`src/rtl/alu_cmd_pkg.sv`:
```
// -----------------------------------------------------------------------------
// alu_cmd_pkg
// Shared types and constants for the ALU command engine: ALU opcodes, the
// frame-assembly FSM states, command-header bit positions and flag indices.
// -----------------------------------------------------------------------------
package alu_cmd_pkg;

    typedef enum logic [1:0] {
        OP_ADD = 2'b00,
        OP_SUB = 2'b01,
        OP_AND = 2'b10,
        OP_OR  = 2'b11
    } op_e;

    typedef enum logic [1:0] {
        IDLE,
        GET_A,
        GET_B,
        EXEC
    } state_e;

    // Header byte layout (bit 4 is ignored).
    localparam int HDR_OP_MSB = 7;
    localparam int HDR_OP_LSB = 6;
    localparam int HDR_PWM_WR = 5;
    localparam int HDR_CH_MSB = 3;
    localparam int HDR_CH_LSB = 0;

    // Bit positions inside the 4-bit flags output {V,C,N,Z}.
    localparam int FLAG_Z = 0;
    localparam int FLAG_N = 1;
    localparam int FLAG_C = 2;
    localparam int FLAG_V = 3;

endpackage

```
`src/rtl/alu_cmd_engine_pwm_bank.sv`:
```
// -----------------------------------------------------------------------------
// pwm_bank
// NCH glitch-free PWM channels sharing one WIDTH-bit counter that advances
// once every PRESC clocks. New duties are written into a pending register and
// copied to the active register only when the counter wraps to 0, so a
// period is never cut short.
//
// Ports:
//   clk, rst    system clock, asynchronous active-high reset
//   wr_en       write wr_duty into pending duty of channel wr_ch
//   wr_ch       channel index (values >= NCH are ignored)
//   wr_duty     new duty, high steps per 2^WIDTH-step period
//   pwm_out     registered PWM outputs, one per channel
// -----------------------------------------------------------------------------
module pwm_bank #(
    parameter int WIDTH = 8,
    parameter int NCH   = 4,
    parameter int PRESC = 1
) (
    input  logic             clk,
    input  logic             rst,
    input  logic             wr_en,
    input  logic [3:0]       wr_ch,
    input  logic [WIDTH-1:0] wr_duty,
    output logic [NCH-1:0]   pwm_out
);

    localparam int PW = (PRESC > 1) ? $clog2(PRESC) : 1;

    logic [PW-1:0]    presc_cnt;
    logic             step;
    logic [WIDTH-1:0] cnt;
    logic [WIDTH-1:0] pending_duty [NCH];
    logic [WIDTH-1:0] active_duty  [NCH];

    assign step = (presc_cnt == PW'(PRESC - 1));

    // NOTE: sequential state is always assigned with <=, so every register
    // samples the pre-edge value of its neighbours regardless of block order.
    always_ff @(posedge clk or posedge rst) begin
        if (rst) begin
            presc_cnt <= '0;
            cnt       <= '0;
        end else begin
            presc_cnt <= step ? '0 : presc_cnt + PW'(1);
            if (step) begin
                cnt <= cnt + WIDTH'(1);
            end
        end
    end

    // NOTE: the duty arrays are small register files that drive outputs
    // directly, so they are reset like any other flop rather than left as
    // uninitialised memory.
    always_ff @(posedge clk or posedge rst) begin
        if (rst) begin
            for (int i = 0; i < NCH; i++) begin
                pending_duty[i] <= '0;
                active_duty[i]  <= '0;
            end
        end else begin
            for (int i = 0; i < NCH; i++) begin
                if (wr_en && (wr_ch == 4'(i))) begin
                    pending_duty[i] <= wr_duty;
                end
                // Hand-over on the wrap step; a write landing on that same
                // clock is forwarded so it is not delayed a whole period.
                if (step && (cnt == '1)) begin
                    active_duty[i] <= (wr_en && (wr_ch == 4'(i))) ? wr_duty
                                                                  : pending_duty[i];
                end
            end
        end
    end

    // Outputs are registered so the comparator cannot glitch onto the pins.
    always_ff @(posedge clk or posedge rst) begin
        if (rst) begin
            pwm_out <= '0;
        end else begin
            for (int i = 0; i < NCH; i++) begin
                pwm_out[i] <= (cnt < active_duty[i]);
            end
        end
    end

endmodule

```
`src/rtl/alu_cmd_engine.sv`:
```
// -----------------------------------------------------------------------------
// alu_cmd_engine
// Assembles byte-serial command frames (header, A, B; operands little-endian,
// WIDTH/8 bytes each) into an ALU operation, publishes the result with
// {V,C,N,Z} flags and optionally loads it as the duty of one PWM channel.
//
// Ports:
//   clk, rst    system clock, asynchronous active-high reset
//   rx_valid    one-cycle strobe qualifying rx_data
//   rx_data     received byte
//   busy        frame in progress
//   res, flags  last result and its {V,C,N,Z} flags, held
//   res_valid   one-cycle pulse when res/flags update
//   err         one-cycle pulse: bad PWM channel or inter-byte timeout
//   pwm_out     NCH PWM outputs
//
// Build option: define ALU_CMD_TIMEOUT_EN to abort a partial frame after
// TIMEOUT clocks without a byte. Undefined, a partial frame waits forever.
// -----------------------------------------------------------------------------
module alu_cmd_engine
    import alu_cmd_pkg::*;
#(
    parameter int WIDTH   = 8,
    parameter int NCH     = 4,
    parameter int PRESC   = 1,
    parameter int TIMEOUT = 50000
) (
    input  logic             clk,
    input  logic             rst,
    input  logic             rx_valid,
    input  logic [7:0]       rx_data,
    output logic             busy,
    output logic [WIDTH-1:0] res,
    output logic [3:0]       flags,
    output logic             res_valid,
    output logic             err,
    output logic [NCH-1:0]   pwm_out
);

    localparam int NB = WIDTH / 8;

    if ((WIDTH % 8) != 0 || WIDTH < 8 || WIDTH > 32 || NCH < 1 || NCH > 16 ||
        PRESC < 1 || TIMEOUT < 2) begin : g_param_check
        $error("alu_cmd_engine: parameter out of range");
    end

    state_e           state, state_nxt;
    op_e              op_q;
    logic             pwm_wr_q;
    logic [3:0]       ch_q;
    logic [WIDTH-1:0] a_q, b_q, b_full;
    logic [2:0]       byte_cnt;
    logic             in_get, last_byte, hdr_take, frame_done;
    logic             ch_bad, timeout_hit, pwm_wr_en;
    logic [WIDTH:0]   sum, diff;
    logic [WIDTH-1:0] y;
    logic [3:0]       y_flags;

    // Little-endian assembly: each byte enters at the top and the word
    // shifts down, so after NB bytes the first one sits in bits [7:0].
    function automatic logic [WIDTH-1:0] shift_in(input logic [WIDTH-1:0] cur,
                                                  input logic [7:0]       b);
        logic [WIDTH-1:0] t;
        t = cur >> 8;
        t[WIDTH-1 -: 8] = b;
        return t;
    endfunction

    assign in_get     = (state == GET_A) || (state == GET_B);
    assign last_byte  = (byte_cnt == 3'(NB - 1));
    assign hdr_take   = rx_valid && ((state == IDLE) || (state == EXEC));
    assign frame_done = rx_valid && last_byte && (state == GET_B);
    assign ch_bad     = (int'(ch_q) >= NCH);
    assign busy       = (state != IDLE);
    // B including the byte arriving now, so the result is ready for EXEC.
    assign b_full     = shift_in(b_q, rx_data);
    assign pwm_wr_en  = (state == EXEC) && pwm_wr_q && !ch_bad;

`ifdef ALU_CMD_TIMEOUT_EN
    localparam int TW = $clog2(TIMEOUT + 1);
    logic [TW-1:0] tmo_cnt;

    // A byte on the expiring clock wins because timeout_hit needs !rx_valid.
    assign timeout_hit = in_get && !rx_valid && (tmo_cnt == TW'(TIMEOUT - 1));

    always_ff @(posedge clk or posedge rst) begin
        if (rst) begin
            tmo_cnt <= '0;
        end else if (in_get && !rx_valid && !timeout_hit) begin
            tmo_cnt <= tmo_cnt + TW'(1);
        end else begin
            tmo_cnt <= '0;
        end
    end
`else
    assign timeout_hit = 1'b0;
`endif

    always_ff @(posedge clk or posedge rst) begin
        if (rst) begin
            state <= IDLE;
        end else begin
            state <= state_nxt;
        end
    end

    // NOTE: every signal written here gets a default first, so no path
    // through the case leaves it unassigned and no latch is inferred.
    always_comb begin
        state_nxt = state;
        case (state)
            IDLE:    if (rx_valid) state_nxt = GET_A;
            GET_A:   if (rx_valid && last_byte) state_nxt = GET_B;
                     else if (timeout_hit)      state_nxt = IDLE;
            GET_B:   if (rx_valid && last_byte) state_nxt = EXEC;
                     else if (timeout_hit)      state_nxt = IDLE;
            EXEC:    state_nxt = rx_valid ? GET_A : IDLE;
            default: state_nxt = IDLE;
        endcase
    end

    always_ff @(posedge clk or posedge rst) begin
        if (rst) begin
            op_q     <= OP_ADD;
            pwm_wr_q <= 1'b0;
            ch_q     <= '0;
            a_q      <= '0;
            b_q      <= '0;
            byte_cnt <= '0;
        end else if (hdr_take) begin
            op_q     <= op_e'(rx_data[HDR_OP_MSB:HDR_OP_LSB]);
            pwm_wr_q <= rx_data[HDR_PWM_WR];
            ch_q     <= rx_data[HDR_CH_MSB:HDR_CH_LSB];
            byte_cnt <= '0;
        end else if (rx_valid && in_get) begin
            byte_cnt <= last_byte ? '0 : byte_cnt + 3'd1;
            if (state == GET_A) begin
                a_q <= shift_in(a_q, rx_data);
            end else begin
                b_q <= b_full;
            end
        end
    end

    always_comb begin
        sum     = {1'b0, a_q} + {1'b0, b_full};
        diff    = {1'b0, a_q} - {1'b0, b_full};
        y       = '0;
        y_flags = '0;
        case (op_q)
            OP_ADD: begin
                y               = sum[WIDTH-1:0];
                y_flags[FLAG_C] = sum[WIDTH];
                y_flags[FLAG_V] = (a_q[WIDTH-1] == b_full[WIDTH-1]) &&
                                  (y[WIDTH-1] != a_q[WIDTH-1]);
            end
            OP_SUB: begin
                y               = diff[WIDTH-1:0];
                y_flags[FLAG_C] = ~diff[WIDTH];   // carry means no borrow
                y_flags[FLAG_V] = (a_q[WIDTH-1] != b_full[WIDTH-1]) &&
                                  (y[WIDTH-1] != a_q[WIDTH-1]);
            end
            OP_AND:  y = a_q & b_full;
            default: y = a_q | b_full;
        endcase
        y_flags[FLAG_Z] = (y == '0);
        y_flags[FLAG_N] = y[WIDTH-1];
    end

    // Result registers load on the edge that captures the last B byte, so
    // res, flags, res_valid and a bad-channel err are all visible in EXEC.
    always_ff @(posedge clk or posedge rst) begin
        if (rst) begin
            res       <= '0;
            flags     <= '0;
            res_valid <= 1'b0;
            err       <= 1'b0;
        end else begin
            res_valid <= frame_done;
            err       <= (frame_done && pwm_wr_q && ch_bad) || timeout_hit;
            if (frame_done) begin
                res   <= y;
                flags <= y_flags;
            end
        end
    end

    pwm_bank #(
        .WIDTH (WIDTH),
        .NCH   (NCH),
        .PRESC (PRESC)
    ) u_pwm_bank (
        .clk     (clk),
        .rst     (rst),
        .wr_en   (pwm_wr_en),
        .wr_ch   (ch_q),
        .wr_duty (res),
        .pwm_out (pwm_out)
    );

endmodule

```
`config.mk`:
```
export PLATFORM = sky130hd
export DESIGN_NAME = alu_cmd_engine
export DESIGN_NICKNAME = d
export VERILOG_FILES = /design/src/rtl/alu_cmd_pkg.sv /design/src/rtl/alu_cmd_engine_pwm_bank.sv /design/src/rtl/alu_cmd_engine.sv
export SDC_FILE = /design/constraint.sdc
export NUM_CORES = 1
export LEC_CHECK = 0
export ABC_AREA = 1
export CORE_ASPECT_RATIO = 1.1
export CORE_MARGIN = 5
export CORE_UTILIZATION = 44
export CTS_CLUSTER_SIZE = 20
export DETAILED_ROUTE_END_ITERATION = 16
export PLACE_DENSITY_LB_ADDON = 0.05
export SYNTH_ARGS = -nofsm -noshare
export SYNTH_HDL_FRONTEND = slang
export SYNTH_SLANG_ARGS = --single-unit
```
`constraint.sdc`:
```
create_clock -name clk -period 5.4 [get_ports clk]
set_clock_uncertainty 0.2 [all_clocks]
set_input_delay 1.08 -clock clk [delete_from_list [all_inputs] [get_ports clk]]
set_output_delay 1.08 -clock clk [all_outputs]
set_load 0.005 [all_outputs]
```
==> summary.md <==
| Metric | Value |
|---|---|
| Wire length per cell | `14.9 µm` |
| EDFF count, synth | `0` |
| Clock transition at path regs | `0.07 ns` |
| Simple-Gate Fraction of Synth Area | `0.185` |
| Status | `finished, final reports clean` |
| Vert. Die Dim | `131 µm` |
| Syn-to-layout area delta | `12.0%` |
| DR vias | `4469` |
| Worst-margin pin slew | `0.728 ns` |
| Routability congestion estimate | `0.866` |
| Post-layout net count | `792` |
| Fin Setup TNS | `0 ns` |
| Pin count of the biggest net entering global routing | `59` |
| Via count of the first global-routing pass | `4622` |
| Diode count | `0` |
| Cts bufs inserted | `9` |
| Core ar. | `13200 µm²` |
| Setup violators final | `0` |
| Max Cap Viol | `0` |
| Pre-antenna DRT Iters | `4` |
| Die width | `120 µm` |
| Initial antenna violation count | `0` |
| Hold buffers post-CTS | `0` |
| Power, Total | `2770 µW` |
| GRT Total Usage | `0.177` |
| Syn Area/Cell | `8.49 µm²` |
| Post-Synthesis Cells | `694` |
| Antenna-violating nets left | `0` |
| Critical Path RT | `5.49 ns` |
| Met2 WL post-DR | `6.61 mm` |
| # DRC | `0` |
| Port buffer count | `29` |
| H-tree levels | `3` |
| CP max FO | `4` |
| Metal-1 WL | `6.02 mm` |
| CP peak stage delay | `0.46 ns` |
| P_leak | `0.00327 µW` |
| Syn. warnings | `0` |
| CP max-delay cell | `clkdlybuf4s50_1` |
| Max clock buf depth | `2` |
| Post-Synth XOR/XNOR Area | `0.0134` |
| Layout cells sized above 1 | `0.0401` |
| Compound-cell area share of the yosys netlist | `0.118` |
| Max Clk Rate | `0.322 GHz` |
| Die area | `15800 µm²` |
| Count leader, synth | `nand2_1` |
| Max VDD drop | `217 µV` |
| HP Class | `reg2reg` |
| Clock sinks | `109` |
| Final Hold Fails | `0` |
| Largest family of logic cells by synthesized area | `simple AND/OR/NAND/NOR gates` |
| WP data arrival | `3.19 ns` |
| Hold path depth | `2` |
| Grt ovf | `0` |
| Post-synthesis sequential area ratio | `0.463` |
| Distinct cells, synth | `30` |
| Instance area at placement | `6320 µm²` |
| Flops & latches, synth | `109` |
| Starting Density | `0.448` |
| Synth area leaders | `dfrtp_1 (46%), ha_1 (13%), nand2_1 (12%)` |
| Avg Vias per Cell | `5.05` |
| Design area | `6600 µm²` |
| Post-synth top cells | `nand2_1 (181), dfrtp_1 (109), inv_1 (95), o21ai_0 (86), ha_1 (60)` |
| Post-synth top area share | `0.463` |
| Post_cts resized | `0` |
| Final Slew Violations | `0` |
| HP Start | `u_pwm_bank.pending_duty[12]$_DFF_PP0_` |
| CTS tree | `built` |
| Reg2reg end | `u_pwm_bank.active_duty[2]$_DFFE_PP0N_` |
| Post-Synth Adder-Cell Area | `0.134` |
| Fin crit share | `0.575` |
| Startpoint types | `input pin` |
| CP Class | `in2reg` |
| Period minus WS final | `3.10 ns` |
| Top layer in use | `met4` |
| Routed WL | `13.2 mm` |
| Crit path capture type | `flop` |
| Post-synth ARST share | `1.00` |
| Unrepaired setup endpoints after global routing | `false` |
| First DRT Iteration DRCs | `151` |
| Worst hold slack | `0.280 ns` |
| HPWL Detailed | `10.0 mm` |
| Leading area contributor after synthesis | `dfrtp_1` |
| Clk_lat worst skew | `0.34 ns` |
| Clk Tree Root Cell | `clkbuf_16` |
| CP cell instances | `clkdlybuf4s50_1 > ha_1 > fa_1 > or2_2 > nand3_1 > nand4_1 > nor2_1 > nand3_1 > nor2_1 > nand2_1 > nand2_1` |
| Reg2Reg Setup Slack | `2.63 ns` |
| DR WL met3 | `307 µm` |
| Worst Reg-to-Reg Cells | `9` |
| Mux contribution to synthesized area | `0.00764` |
| Top Ports | `30` |
| Predominant post-synthesis flop cell | `dfrtp_1` |
| Max-Slew Margin vs Limit | `0.515` |
| Pwr dens | `420 nW/µm²` |
| Hold Path End | `u_pwm_bank.pending_duty[12]$_DFF_PP0_` |
| First-pass GRT wire length | `22.5 mm` |
| Post-CTS setup buffers | `0` |
| Worst reg2reg path startpoint | `u_pwm_bank.cnt[1]$_DFF_PP0_` |
| Post-synthesis net count | `767` |
| Mapped Area | `5890 µm²` |
| Fin util | `0.502` |
| Cell Rows | `44` |
==> stage by stage <==
step           setup slack (ns)  std cells
3_3_place_gp               1.98        869
2_1_floorplan              1.25        694
5_1_grt                    2.11        885
4_1_cts                    2.33        885
6_report                   2.30        885
3_5_place_dp               1.97        869
==> registers in the layout, summed over array words and instances (netlist names), 2 cells and up <==
| name | count |
|---|---|
| u_pwm_bank.cnt | 8 |
| u_pwm_bank.pending_duty | 32 |
| state | 2 |
| u_pwm_bank.active_duty | 32 |
| res | 7 |
| u_pwm_bank.pwm_out | 4 |
| flags | 4 |
| a_q | 8 |
| ch_q | 4 |
| op_q | 2 |
| byte_cnt | 3 |
==> where the power goes <==
part	switching [µW]	leakage [µW]	internal (µW)
clock	292	0.000134	341
combinational	636	0.00168	384
sequential	125	0.00146	993
total	1050	0.00327	1720
==> how the worst max path moves through the flow <==
stage,to,cells after the start,start,slack [ns]
detailed placement,flags[0]$_DFFE_PP0P_,11,rx_data[0],1.97
CTS,flags[0]$_DFFE_PP0P_,11,rx_data[0],2.33
finish,flags[0]$_DFFE_PP0P_,11,rx_data[0],2.30
global route,flags[3]$_DFFE_PP0P_,12,rx_data[4],2.11
global placement,flags[0]$_DFFE_PP0P_,11,rx_data[0],1.98
floorplan,a_q[0]$_DFFE_PP0P_,1,rst,1.25
==> layout make-up <==
class / count / area [µm²]
clock buffers: 14 / 264
multi-input cells: 470 / 2700
inverters: 95 / 359
flip-flops and latches: 109 / 2730
fillers: 1295 / 6560
clock inverters: 2 / 16.3
well taps: 161 / 201
repair buffers: 34 / 328
==> cell usage in the layout, fill, tap and decap left out, types with 2 or more instances in the layout <==
cell / netlist / layout
buf_4: 2 / 5
or2_2: 6 / 6
nor2_1: 25 / 25
a21boi_0: 4 / 4
clkbuf_16: 0 / 9
ha_1: 60 / 60
dfrtp_1: 109 / 109
clkdlybuf4s50_1: 0 / 29
nand3_1: 38 / 38
xor2_1: 8 / 8
o211ai_1: 5 / 5
nand2_1: 181 / 181
o21ai_0: 86 / 86
fa_1: 2 / 2
nand4_1: 7 / 7
mux2_1: 4 / 4
clkbuf_8: 0 / 2
o21ai_1: 11 / 11
clkbuf_1: 4 / 3
a21oi_1: 24 / 24
inv_1: 95 / 94
==> metal layers <==
metal,track usage,vias to the layer above
li1,-,2287
met1,0.220,2110
met2,0.310,51
met3,0.0301,21
met4,0.0623,0
met5,0,-
==> logic make-up (layout without fill, tap and decap cells) <==
logic type                 count (synthesis)  after routing
muxes                                      4              4
adders and majority gates                 62             62
buffers and inverters                    115            145
DFF                                      109            109
and+or+nand+nor                          262            262
AOI/OAI and AO/OA                        133            133
xor gates and xnor gates                   9              9
==> critical path, delay by kind of cell <==
kind	cells	cell delay, ns
and+or+nand+nor	8	0.93
adders and majority gates	2	0.72
buffers and inverters	1	0.46
No activity file was read; power rests on OpenSTA's default activity.
